File: src/rtl/bp_pkg.sv
// Shared branch-predictor types: the predictor and the EX-side resolve unit
// agree on index/address widths and on the in-flight prediction record.
package bp_pkg;
  localparam int IDX_W  = 8;
  localparam int ADDR_W = 32;

  typedef struct packed {
    logic [IDX_W-1:0]  index;
    logic              taken;
    logic [ADDR_W-1:0] target;
    logic [ADDR_W-1:0] fallthru;
  } pred_entry_t;
endpackage

File: src/rtl/branch_resolve_unit_if.sv
// Fetch-push, EX-resolve and predictor-training/flush signals of the resolve unit.
interface branch_resolve_unit_if #(
    parameter int IDX_W  = bp_pkg::IDX_W,
    parameter int ADDR_W = bp_pkg::ADDR_W
);
    logic              f_push_valid;
    logic              f_push_ready;
    logic [IDX_W-1:0]  f_push_index;
    logic              f_push_taken;
    logic [ADDR_W-1:0] f_push_target;
    logic [ADDR_W-1:0] f_push_fallthru;
    logic              x_br_valid;
    logic              x_br_taken;
    logic [ADDR_W-1:0] x_br_target;
    logic              fb_valid;
    logic              feedback;
    logic [IDX_W-1:0]  fb_index;
    logic              flush;
    logic [ADDR_W-1:0] redirect_pc;

    modport master (
        output f_push_valid, f_push_index, f_push_taken, f_push_target, f_push_fallthru,
        output x_br_valid, x_br_taken, x_br_target,
        input  f_push_ready, fb_valid, feedback, fb_index, flush, redirect_pc
    );

    modport slave (
        input  f_push_valid, f_push_index, f_push_taken, f_push_target, f_push_fallthru,
        input  x_br_valid, x_br_taken, x_br_target,
        output f_push_ready, fb_valid, feedback, fb_index, flush, redirect_pc
    );
endinterface

File: src/rtl/pred_fifo.sv
// In-order circular buffer of prediction records. Clear wins over push/pop;
// full/empty come from the occupancy counter, pointers wrap modulo DEPTH.
module pred_fifo
    import bp_pkg::*;
#(
    parameter int  DEPTH   = 4,
    parameter type entry_t = pred_entry_t,
    localparam int PTR_W   = $clog2(DEPTH),
    localparam int CNT_W   = PTR_W + 1
) (
    input  logic             clk,
    input  logic             rst_n,
    input  logic             push,
    input  entry_t           push_data,
    input  logic             pop,
    input  logic             clear,
    output entry_t           head,
    output logic [CNT_W-1:0] count,
    output logic             full,
    output logic             empty
);
    entry_t           mem [DEPTH];
    logic [PTR_W-1:0] wr_ptr, rd_ptr;
    logic             push_en, pop_en;

    assign full    = (count == CNT_W'(DEPTH));
    assign empty   = (count == '0);
    assign push_en = push && !full && !clear;
    assign pop_en  = pop && !empty && !clear;
    assign head    = mem[rd_ptr];

    // Storage is not reset; occupancy alone decides which slots are live.
    always_ff @(posedge clk) begin
        if (push_en) mem[wr_ptr] <= push_data;
    end

    always_ff @(posedge clk or negedge rst_n) begin
        if (!rst_n) begin
            wr_ptr <= '0;
            rd_ptr <= '0;
            count  <= '0;
        end else if (clear) begin
            wr_ptr <= '0;
            rd_ptr <= '0;
            count  <= '0;
        end else begin
            if (push_en) wr_ptr <= wr_ptr + PTR_W'(1);
            if (pop_en)  rd_ptr <= rd_ptr + PTR_W'(1);
            case ({push_en, pop_en})
                2'b10:   count <= count + CNT_W'(1);
                2'b01:   count <= count - CNT_W'(1);
                default: count <= count;
            endcase
        end
    end
endmodule

File: src/rtl/branch_resolve_unit.sv
// EX-stage branch resolution: matches each resolved branch against the oldest
// recorded prediction, trains the predictor and raises a flush on mispredict.
module branch_resolve_unit #(
    parameter int DEPTH  = 4,
    parameter int IDX_W  = bp_pkg::IDX_W,
    parameter int ADDR_W = bp_pkg::ADDR_W
) (
    input  logic                     clk,
    input  logic                     rst_n,
    branch_resolve_unit_if.slave     bus,
    input  logic                     ext_flush,
    output logic [$clog2(DEPTH):0]   count,
    output logic                     err_underflow
);
    import bp_pkg::*;

    typedef struct packed {
        logic [IDX_W-1:0]  index;
        logic              taken;
        logic [ADDR_W-1:0] target;
        logic [ADDR_W-1:0] fallthru;
    } entry_t;

    entry_t push_data, head;
    logic   full, empty;
    logic   resolve, mispred, clear;

    assign push_data = '{index:    bus.f_push_index,
                         taken:    bus.f_push_taken,
                         target:   bus.f_push_target,
                         fallthru: bus.f_push_fallthru};

    assign bus.f_push_ready = !full;

    // External squash outranks a same-cycle resolve: that branch is gone.
    assign resolve = bus.x_br_valid && !empty && !ext_flush;
    assign mispred = resolve &&
                     ((head.taken != bus.x_br_taken) ||
                      (bus.x_br_taken && (head.target != bus.x_br_target)));
    assign clear   = ext_flush || mispred;

    pred_fifo #(
        .DEPTH   (DEPTH),
        .entry_t (entry_t)
    ) u_fifo (
        .clk       (clk),
        .rst_n     (rst_n),
        .push      (bus.f_push_valid && bus.f_push_ready),
        .push_data (push_data),
        .pop       (resolve),
        .clear     (clear),
        .head      (head),
        .count     (count),
        .full      (full),
        .empty     (empty)
    );

    always_ff @(posedge clk or negedge rst_n) begin
        if (!rst_n) begin
            bus.fb_valid    <= 1'b0;
            bus.feedback    <= 1'b0;
            bus.fb_index    <= '0;
            bus.flush       <= 1'b0;
            bus.redirect_pc <= '0;
            err_underflow   <= 1'b0;
        end else begin
            bus.fb_valid <= resolve;
            bus.flush    <= mispred;
            if (resolve) begin
                bus.feedback <= bus.x_br_taken;
                bus.fb_index <= head.index;
            end
            if (mispred)
                bus.redirect_pc <= bus.x_br_taken ? bus.x_br_target : head.fallthru;
            if (bus.x_br_valid && empty)
                err_underflow <= 1'b1;
        end
    end
endmodule

File: src/flat_wrapper.sv
// flat-port wrapper written by rule: the top's interface ports become plain ports
module branch_resolve_unit_flat import bp_pkg::*;
#(
    parameter int DEPTH  = 4,
    parameter int IDX_W  = bp_pkg::IDX_W,
    parameter int ADDR_W = bp_pkg::ADDR_W
)
  (clk, rst_n, ext_flush, count, err_underflow, bus_f_push_valid, bus_f_push_index, bus_f_push_taken, bus_f_push_target, bus_f_push_fallthru, bus_x_br_valid, bus_x_br_taken, bus_x_br_target, bus_f_push_ready, bus_fb_valid, bus_feedback, bus_fb_index, bus_flush, bus_redirect_pc);
  branch_resolve_unit_if #(.IDX_W(IDX_W), .ADDR_W(ADDR_W)) bus_i ();
  input  logic clk;
  input  logic rst_n;
  input  logic ext_flush;
  output logic [$clog2(DEPTH):0] count;
  output logic err_underflow;
  input wire logic [$bits(bus_i.f_push_valid)-1:0] bus_f_push_valid;
  input wire logic [$bits(bus_i.f_push_index)-1:0] bus_f_push_index;
  input wire logic [$bits(bus_i.f_push_taken)-1:0] bus_f_push_taken;
  input wire logic [$bits(bus_i.f_push_target)-1:0] bus_f_push_target;
  input wire logic [$bits(bus_i.f_push_fallthru)-1:0] bus_f_push_fallthru;
  input wire logic [$bits(bus_i.x_br_valid)-1:0] bus_x_br_valid;
  input wire logic [$bits(bus_i.x_br_taken)-1:0] bus_x_br_taken;
  input wire logic [$bits(bus_i.x_br_target)-1:0] bus_x_br_target;
  output wire logic [$bits(bus_i.f_push_ready)-1:0] bus_f_push_ready;
  output wire logic [$bits(bus_i.fb_valid)-1:0] bus_fb_valid;
  output wire logic [$bits(bus_i.feedback)-1:0] bus_feedback;
  output wire logic [$bits(bus_i.fb_index)-1:0] bus_fb_index;
  output wire logic [$bits(bus_i.flush)-1:0] bus_flush;
  output wire logic [$bits(bus_i.redirect_pc)-1:0] bus_redirect_pc;
  assign bus_i.f_push_valid = bus_f_push_valid;
  assign bus_i.f_push_index = bus_f_push_index;
  assign bus_i.f_push_taken = bus_f_push_taken;
  assign bus_i.f_push_target = bus_f_push_target;
  assign bus_i.f_push_fallthru = bus_f_push_fallthru;
  assign bus_i.x_br_valid = bus_x_br_valid;
  assign bus_i.x_br_taken = bus_x_br_taken;
  assign bus_i.x_br_target = bus_x_br_target;
  assign bus_f_push_ready = bus_i.f_push_ready;
  assign bus_fb_valid = bus_i.fb_valid;
  assign bus_feedback = bus_i.feedback;
  assign bus_fb_index = bus_i.fb_index;
  assign bus_flush = bus_i.flush;
  assign bus_redirect_pc = bus_i.redirect_pc;
  branch_resolve_unit #(.DEPTH(DEPTH), .IDX_W(IDX_W), .ADDR_W(ADDR_W)) u_core (.clk(clk), .rst_n(rst_n), .bus(bus_i), .ext_flush(ext_flush), .count(count), .err_underflow(err_underflow));
endmodule
File: config.mk
export PLATFORM = sky130hd
export DESIGN_NAME = branch_resolve_unit_flat
export DESIGN_NICKNAME = d
export VERILOG_FILES = /design/src/rtl/bp_pkg.sv /design/src/rtl/branch_resolve_unit_if.sv /design/src/rtl/pred_fifo.sv /design/src/rtl/branch_resolve_unit.sv /design/src/flat_wrapper.sv
export SDC_FILE = /design/constraint.sdc
export NUM_CORES = 1
export LEC_CHECK = 0
export CAP_MARGIN = 20
export CORE_MARGIN = 1.5
export CORE_UTILIZATION = 56
export DETAILED_ROUTE_END_ITERATION = 16
export PLACE_DENSITY = 0.84
export SLEW_MARGIN = 20
export SYNTH_ARGS = -nofsm -noshare
export SYNTH_HDL_FRONTEND = slang
export SYNTH_HIERARCHICAL = 1
export SYNTH_SLANG_ARGS = --single-unit
File: constraint.sdc
create_clock -name clk -period 6.5 [get_ports clk]
set_clock_uncertainty 0.15 [all_clocks]
set_input_delay 1.95 -clock clk [delete_from_list [all_inputs] [get_ports clk]]
set_output_delay 1.95 -clock clk [all_outputs]
set_load 0.05 [all_outputs]
Yosys cells after proc, flatten, opt, wreduce, memory -nomap -nowiden
Memory sizes are Yosys's and may differ from the RTL's. Cells that the tools add are included.

Reductions and logical operators: 20. Equal/unequal tests: 5. Mux-type cells: 9. Add/sub/neg operators: 4.

Operators by type and width (number): $mux W32 (1); $ne A32 B32 Y1 (1); $logic_and A1 B1 Y1 (10); $mux W2 (4); $pmux W3 S2 (1); $add A2 B1 Y2 const B (2); $logic_not A1 Y1 (4); $reduce_bool A2 Y1 (2); $add A3 B1 Y3 const B (1); $eq A3 B3 Y1 const B (1); $logic_not A3 Y1 (1); $mux W3 (1); $reduce_bool A3 Y1 (1); $sub A3 B1 Y3 const B (1); $eq A2 B1 Y1 const B (1); $eq A2 B2 Y1 const B (1); $logic_or A1 B1 Y1 (2); $mux W1 (2); $ne A1 B1 Y1 (1).

Input port bits: 111. Output and inout bits: 48. Memories: 1. Word-level logic and storage cells: 48. Register bits after elaboration: 51. Bits in writable memories: 292.

Memory list: u_core.u_fifo.mem (depth 4, bits a word 73, read ports 1, clocked after memory_dff 0, wr ports 1, RTL line pred_fifo.sv:22) `entry_t mem [DEPTH];`.

Logic depth before layout (Yosys ltp)
Gate-level depths: netlist (run 1).

Word-level depth: 11. Depth in mapped cells: 15. Gate-level depth less buffers: 11.

Modules after synthesis
The synthesis (run 1) kept the hierarchy.

Modules (own cells, without submodules): pred_fifo (area each 11111.9 sq um, seq. area each 8943.6 sq um, cells each 448, instances 1); branch_resolve_unit (area each 2481.1 sq um, seq. area each 1101.1 sq um, cells each 176, instances 1).

Least setup slack after synthesis (run 1)
No wires, ideal clock.

Kind: input -> register. Start point: input port bus_x_br_target[24]. End point: memory u_core/u_fifo/mem[0][0] (netlist bit) (enable). Data required time: 5911 ps. Library setup time: 439 ps. Path slack: 445 ps. Arrival: 5466 ps. Cell stages on the path: 10. Path buffers: 2. Path through: xor2_1 nor4_1 nand4_1 nor3_2 a21oi_2 buf_6 or2_2 buf_1 nor3_1 and2_1.

Word-level cells in the longest chain between the ends: 9.

Ends and longest elaborated chain: start, declared (RTL line flat_wrapper.sv:22) `input wire logic [$bits(bus_i.x_br_target)-1:0] bus_x_br_target;`; $ne A32 B32 Y1 (RTL line branch_resolve_unit.sv:39) `(bus.x_br_taken && (head.target != bus.x_br_target)));`; $logic_and A1 B1 Y1 (RTL line branch_resolve_unit.sv:39); $logic_or A1 B1 Y1 (RTL line branch_resolve_unit.sv:38) `((head.taken != bus.x_br_taken) ||`; $logic_and A1 B1 Y1 (RTL line branch_resolve_unit.sv:37) `assign mispred = resolve &&`; named net u_core.mispred (RTL line branch_resolve_unit.sv:26) `logic resolve, mispred, clear;`; $logic_or A1 B1 Y1 (RTL line branch_resolve_unit.sv:40) `assign clear = ext_flush || mispred;`; named net u_core.clear (RTL line branch_resolve_unit.sv:26); $logic_not A1 Y1 (RTL line pred_fifo.sv:28) `assign push_en = push && !full && !clear;`; $logic_and A1 B1 Y1 (RTL line pred_fifo.sv:28); $mux W1 (RTL line pred_fifo.sv:34) `if (push_en) mem[wr_ptr] <= push_data;`; $mux W1 (implied by the code) (RTL line pred_fifo.sv:34); end, declared (RTL line pred_fifo.sv:22).

The timed path passes the listed nets, and every way through them passes these cells.

Final worst setup path (run 1)
Start point: input port bus_x_br_target[2]. End point: memory u_core/u_fifo/mem[2][15] (netlist bit) (enable).

Word-level cells in the longest chain between the ends: 9.

Ends and longest elaborated chain (RTL line): $ne A32 B32 Y1 (branch_resolve_unit.sv:39); $logic_and A1 B1 Y1 (branch_resolve_unit.sv:39); $logic_or A1 B1 Y1 (branch_resolve_unit.sv:38); $logic_and A1 B1 Y1 (branch_resolve_unit.sv:37); $logic_or A1 B1 Y1 (branch_resolve_unit.sv:40); named net u_core.clear (branch_resolve_unit.sv:26); $logic_not A1 Y1 (pred_fifo.sv:28); $logic_and A1 B1 Y1 (pred_fifo.sv:28); $mux W1 (pred_fifo.sv:34); $mux W1 (implied by the code) (pred_fifo.sv:34).

The timed path passes the listed nets, and every way through them passes these cells.

==> flow_summary.ini, run 1 <==
[synth]
ys_types = 40
syn_inst = 624
syn-num-nets = 740
syn-cell-area_sq_mm = 0.01359
synth-main-ff-cell = edfxtp_1
synth_edf_count = 292
ys_ff_latch = 343
syn_avg_cell_area_sq_um = 21.78
yosysWarnings = 6
synthArstFlopShare = 0.1487
yosysSeqAreaShare = 0.7390

[floorplan]
placementRows = 56
start_util = 0.5757
design.die.area_sq_mm = 0.02522
core_sq_mm = 0.02361
die_y_microns = 158.8
top_level_ports = 159
die_w_microns = 158.8

[detailed_routing]
drc_errors = 0
ant_nets = 0
first_iter_violations = 678
vias_per_cell = 5.998
drt-pass1-iter-count = 4
via_count = 6940
routed_wl_microns = 30760
wire_per_inst_microns = 26.59

[timing]
hold-worst-slack_ps = 326.9
hold_violations = 0
drv_slew = 0
period_share = 0.8472
setup_viol = 0
layout_min_cycle_time_ps = 5507
rsz0062_at_grt = no
fin_tns_setup_ps = 0
fmax_mhz = 181.6
max-slew-margin-rel = 0.3646
worst_pin_slew_ps = 953.1

[clock_tree]
cts_tree = built
clkTransAtPathRegs_ps = 60
cts_resized = 0
hold_buffers = 0
cts.sinks = 343
htree_levels = 2
cts_max_path_buffers = 3
cts-root-buf = clkbuf_16
clock_latency_ps = 520
cts_buffers = 35
postCtsSetupRepairBufs = 0

[cells_and_area]
stdcell_count = 1157
layout.nets = 923
area_delta_synth_final_pct = 23.81
final_common_cell = edfxtp_1
drive_above_1_share = 0.2770
final_cell_mix = 292 x edfxtp_1, 156 x clkdlybuf4s50_1, 73 x mux4_2

[global_route]
overflow = 0
grt_max_degree = 63
grt_pass1_vias = 7589
grt_usage = 0.2506
grt_pass1_wl_microns = 46720
antenna_found_initial = 5

[critical_path]
cp-end-kind = flip-flop
start_kind = input pin
critPathArrivalTime_ps = 5560
worstSetupPathType = input pin to flip-flop
rr_worst_depth = 11
cp.required_ps = 6550
critPathMaxFanout = 32

[pwr]
p_per_area_mw_per_mm2 = 341.2
power.switching_mw = 1.496
clkPwrFrac = 0.367
p_int_mw = 4.246
ir_drop_uv = 214.0
p_sw_frac = 0.2605
seqPwrFrac = 0.458
combPwrFrac = 0.175
p_leak_nw = 5.588

[place]
io_buffer_count = 158
placed_cells = 1089
gp_congestion = 0.7458
hpwl_microns = 18350

[flow_run]
max_cap_violations = 0

[hold_path]
hp-class = flip-flop to flip-flop
whs_path_depth = 1

[run_status]
status = finished, final reports clean
## per-layer routing
metal	up-vias	wire, microns	track usage
met3	78	2171	0.04859
met5	-	11	0
met2	343	16170	0.4290
met4	2	1045	0.1078
li1	2910	-	-
met1	3607	11360	0.3134
## sequential cells by signal, summed over array words and instances, names as in the netlist
| signal | count |
|---|---|
| u_core/bus.fb_index | 8 |
| u_core/bus.fb_valid | 1 |
| u_core/bus.feedback | 1 |
| u_core/bus.flush | 1 |
| u_core/bus.redirect_pc | 32 |
| u_core/err_underflow | 1 |
| u_core/u_fifo/count | 3 |
| u_core/u_fifo/mem | 292 |
| u_core/u_fifo/rd_ptr | 2 |
| u_core/u_fifo/wr_ptr | 2 |
## area by class of cell
type                            instances  area [sq um]
Sequential cell                       343         10050
Fill cell                            1353          6783
Multi-Input combinational cell        246          3343
Timing Repair Buffer                  176          1782
Clock buffer                           43         947.2
Tap cell                              319         399.1
Clock inverter                         21         277.8
Inverter                                5         18.77
Antenna cell                            4         10.01
## final timing paths
check | startpoint | to | slack, ps
worst max register to register | u_core/u_fifo/rd_ptr[0]$_DFFE_PN0P_ | u_core/u_fifo/mem[2][15]$_DFFE_PP_ | 1310
max in group asynchronous | rst_n | u_core/u_fifo/rd_ptr[1]$_DFFE_PN0P_ | 4200
worst min-delay path | u_core/err_underflow$_DFFE_PN0P_ | u_core/err_underflow$_DFFE_PN0P_ | 330
min in group asynchronous | rst_n | u_core/bus.fb_valid$_DFF_PN0_ | 1440
worst min register to register | u_core/err_underflow$_DFFE_PN0P_ | u_core/err_underflow$_DFFE_PN0P_ | 330
worst max-delay path | bus_x_br_target[2] | u_core/u_fifo/mem[2][15]$_DFFE_PP_ | 990
## cell usage after synthesis, types with 2 or more instances
cell type	number	share of area
nor4_1	5	0.0023
mux4_2	73	0.12
buf_4	5	0.0028
xor2_1	18	0.012
mux2_2	45	0.037
o22ai_1	2	0.00092
nand3b_1	3	0.0017
inv_1	5	0.0014
nor2_1	4	0.0011
o21ai_0	3	0.0011
xnor2_1	17	0.011
nor3b_1	3	0.0017
buf_1	2	0.00055
dfrtp_1	51	0.094
nand3_1	3	0.0011
clkbuf_1	6	0.0017
nor3_1	4	0.0015
nand4_1	4	0.0018
nand2b_1	4	0.0018
ha_1	4	0.0037
buf_2	8	0.0029
a21oi_1	6	0.0022
buf_6	9	0.0075
edfxtp_1	292	0.65
or3_1	2	0.00092
and2_1	5	0.0023
mux2_4	28	0.031
## worst max-delay path, stage by stage
cell and delay (ps):
clkdlybuf4s50_1 440, xor2_1 180, nor4_1 440, buf_4 210
nand4_1 90, nor3_2 270, a21oi_4 90, or2_2 390
nor3_1 570, and2_4 610, buf_12 280
## power groups by stage
stage	Sequential, mW	Clock, mW	Combinational (mW)
2_1_floorplan	3.03	0	0.242
3_3_place_gp	2.66	0	0.985
3_5_place_dp	2.67	0	0.997
4_1_cts	2.63	2.13	1.01
5_1_grt	2.65	2.22	1.04
6_report	2.63	2.11	1.01
## metrics by stage
stage               setup WS, ps  instance area, sq um  power, mW  utilization
detailed placement         666.1                 15600      3.665       0.6604
global route               950.7                 16830      5.908       0.7126
global placement           801.2                 15600      3.641       0.6604
CTS                         1091                 16820      5.773       0.7123
finish                     993.1                 16830      5.742       0.7127
floorplan                  445.3                 13590      3.273            -
## kinds of logic (layout without fill, tap and decap cells)
group,Yosys count,count (layout),synth area share
adder cells (fa/ha/maj),5,5,0.005155
AO/OA/AOI/OAI,20,20,0.009574
flip-flops,343,343,0.7390
AND/OR/NAND/NOR,40,40,0.01786
XOR/XNOR,35,35,0.02255
multiplexers,146,146,0.1892
buffers and inverters,35,245,0.01675
other,0,4,0
Power figures use the tool's default switching activity.
==> run 2, diff against run 1 <==
==> constraint.sdc (replaced) <==
create_clock -name clk -period 5.2 [get_ports clk]
set_clock_uncertainty 0.15 [all_clocks]
set_input_delay 1.56 -clock clk [delete_from_list [all_inputs] [get_ports clk]]
set_output_delay 1.56 -clock clk [all_outputs]
set_load 0.05 [all_outputs]
==> run 2 against run 1 <==
Effect of this change: clock-buffer cell count grew 3; via count is 2.1% higher; final cell count up 0.86%; routed wire length increased by 3.3%; die area stayed put; power is 22% higher; largest power group unchanged; highest routed layer is now met4.
==> flow_summary.ini, run 2 (synthesis gave the netlist of run 1 again) <==
[place]
gp_congestion = 0.7520
hpwl_microns = 20150
place_ws_ps = 207.8
io_buffer_count = 158

[clock_tree]
htree_levels = 2
cts_tree = built
clock_latency_ps = 510
hold_buffers = 0
postCtsSetupRepairBufs = 0
cts-root-buf = clkbuf_16
cts_buffers = 34
cts_resized = 0
cts.sinks = 343
clkTransAtPathRegs_ps = 60
cts_max_path_buffers = 3

[timing]
period_share = 0.9045
drv_slew = 0
rsz0062_at_grt = no
setup_viol = 0
layout_min_cycle_time_ps = 4704
worst_pin_slew_ps = 917.5
max-slew-margin-rel = 0.3870
fin_tns_setup_ps = 0
hold_violations = 0
fmax_mhz = 212.6
hold-worst-slack_ps = 354.0
timing.final.ws_setup_ps = 496.4

[pwr]
p_leak_nw = 5.641
power_mw = 7.004
ir_drop_uv = 268.0
p_per_area_mw_per_mm2 = 414.0

[critical_path]
worstSetupPathType = input pin to flip-flop
critPathArrivalTime_ps = 4760
cp-end-kind = flip-flop
ff2ff_setup_slack_ps = 610
critPathMaxFanout = 24
start_kind = input pin
rr_worst_depth = 12
cp.required_ps = 5250

[detailed_routing]
drc_errors = 0
ant_nets = 0
drt-pass1-iter-count = 5
routed_wl_microns = 31790
vias_per_cell = 6.074
wire_per_inst_microns = 27.24
via_count = 7088
first_iter_violations = 793

[cells_and_area]
final_common_cell = edfxtp_1
final_cell_mix = 292 x edfxtp_1, 156 x clkdlybuf4s50_1, 73 x mux4_2
largest_register_ffs = 292
drive_above_1_share = 0.2818
top_regs = u_core/u_fifo/mem x292, u_core/bus.redirect_pc x32, u_core/bus.fb_index x8
diodes = 0
layout.nets = 940
finish.utilization = 0.7165
area_delta_synth_final_pct = 24.47
nFillCells = 1338
largest-register = u_core/u_fifo/mem

[hold_path]
hp-class = flip-flop to flip-flop
whs_path_depth = 1

[global_route]
grt_pass1_vias = 7590
grt_pass1_wl_microns = 48050
grt_max_degree = 39
overflow = 0
grt_usage = 0.2594
antenna_found_initial = 0

[flow_run]
max_cap_violations = 0

[floorplan]
core_sq_mm = 0.02361
design.die.area_sq_mm = 0.02522
placementRows = 56
die_w_microns = 158.8
die_y_microns = 158.8
top_level_ports = 159
start_util = 0.5757

[run_status]
status = finished, final reports clean
==> run 2: per-stage QoR <==
stage | cells | cell area, sq um
floorplan | 624 | 13600
global placement | 1107 | 15830
detailed placement | 1107 | 15830
CTS | 1167 | 16920
global route | 1167 | 16920
finish | 1167 | 16920
==> run 2: final cells by class <==
| cell class | instances | area, sq um | share of cell area |
|---|---|---|---|
| clock buffer | 46 | 917.1 | 0.05421 |
| multi-input combinational | 246 | 3343 | 0.1976 |
| timing repair buffer | 194 | 2017 | 0.1192 |
| inverter | 5 | 18.77 | 0.001109 |
| tap | 319 | 399.1 | 0.02359 |
| sequential | 343 | 10050 | 0.5941 |
| clock inverter | 14 | 171.4 | 0.01013 |
==> run 2: where the power goes <==
group	internal (mW)	switching (mW)
clock	1.44	1.00
sequential	3.18	0.105
combinational	0.528	0.747
==> run 2: final timing paths <==
kind / start / endpoint
min in group asynchronous: rst_n / u_core/bus.redirect_pc[24]$_DFFE_PN0P_
worst min-delay path: u_core/err_underflow$_DFFE_PN0P_ / u_core/err_underflow$_DFFE_PN0P_
worst min register to register: u_core/err_underflow$_DFFE_PN0P_ / u_core/err_underflow$_DFFE_PN0P_
max in group asynchronous: rst_n / u_core/u_fifo/rd_ptr[1]$_DFFE_PN0P_
worst max-delay path: bus_x_br_target[28] / u_core/u_fifo/mem[2][49]$_DFFE_PP_
worst max register to register: u_core/u_fifo/rd_ptr[0]$_DFFE_PN0P_ / u_core/u_fifo/mem[2][49]$_DFFE_PP_
==> run 2: worst max-delay path, cell delays in order <==
cell and delay (ps):
clkdlybuf4s50_1 510, xor2_1 230, nor4_1 550, nand4_1 190, nor3_2 290, a21oi_4 80
or2_2 350, nor3_1 250, buf_4 170, and2_4 310, buf_12 230
==> run 2: layer usage <==
metal / up-vias / part of all wire / global-route usage
met4: 0 / 0.026 / 0.08355
met1: 3696 / 0.40 / 0.3539
li1: 2935 / - / -
met2: 401 / 0.50 / 0.4254
met3: 56 / 0.080 / 0.05068
met5: - / 0 / 0
==> run 3, diff against run 2 <==
--- a/config.mk
+++ b/config.mk
@@ -5,10 +5,11 @@
 export SDC_FILE = /design/constraint.sdc
 export NUM_CORES = 1
 export LEC_CHECK = 0
-export CAP_MARGIN = 20
+export CAP_MARGIN = 15
 export CORE_MARGIN = 1.5
 export CORE_UTILIZATION = 56
 export DETAILED_ROUTE_END_ITERATION = 16
+export HOLD_SLACK_MARGIN = 0.05
 export PLACE_DENSITY = 0.84
 export SLEW_MARGIN = 20
 export SYNTH_ARGS = -nofsm -noshare
==> results of run 3 <==
Same layout as run 2: the final DEF is identical, and so are final timing and power.
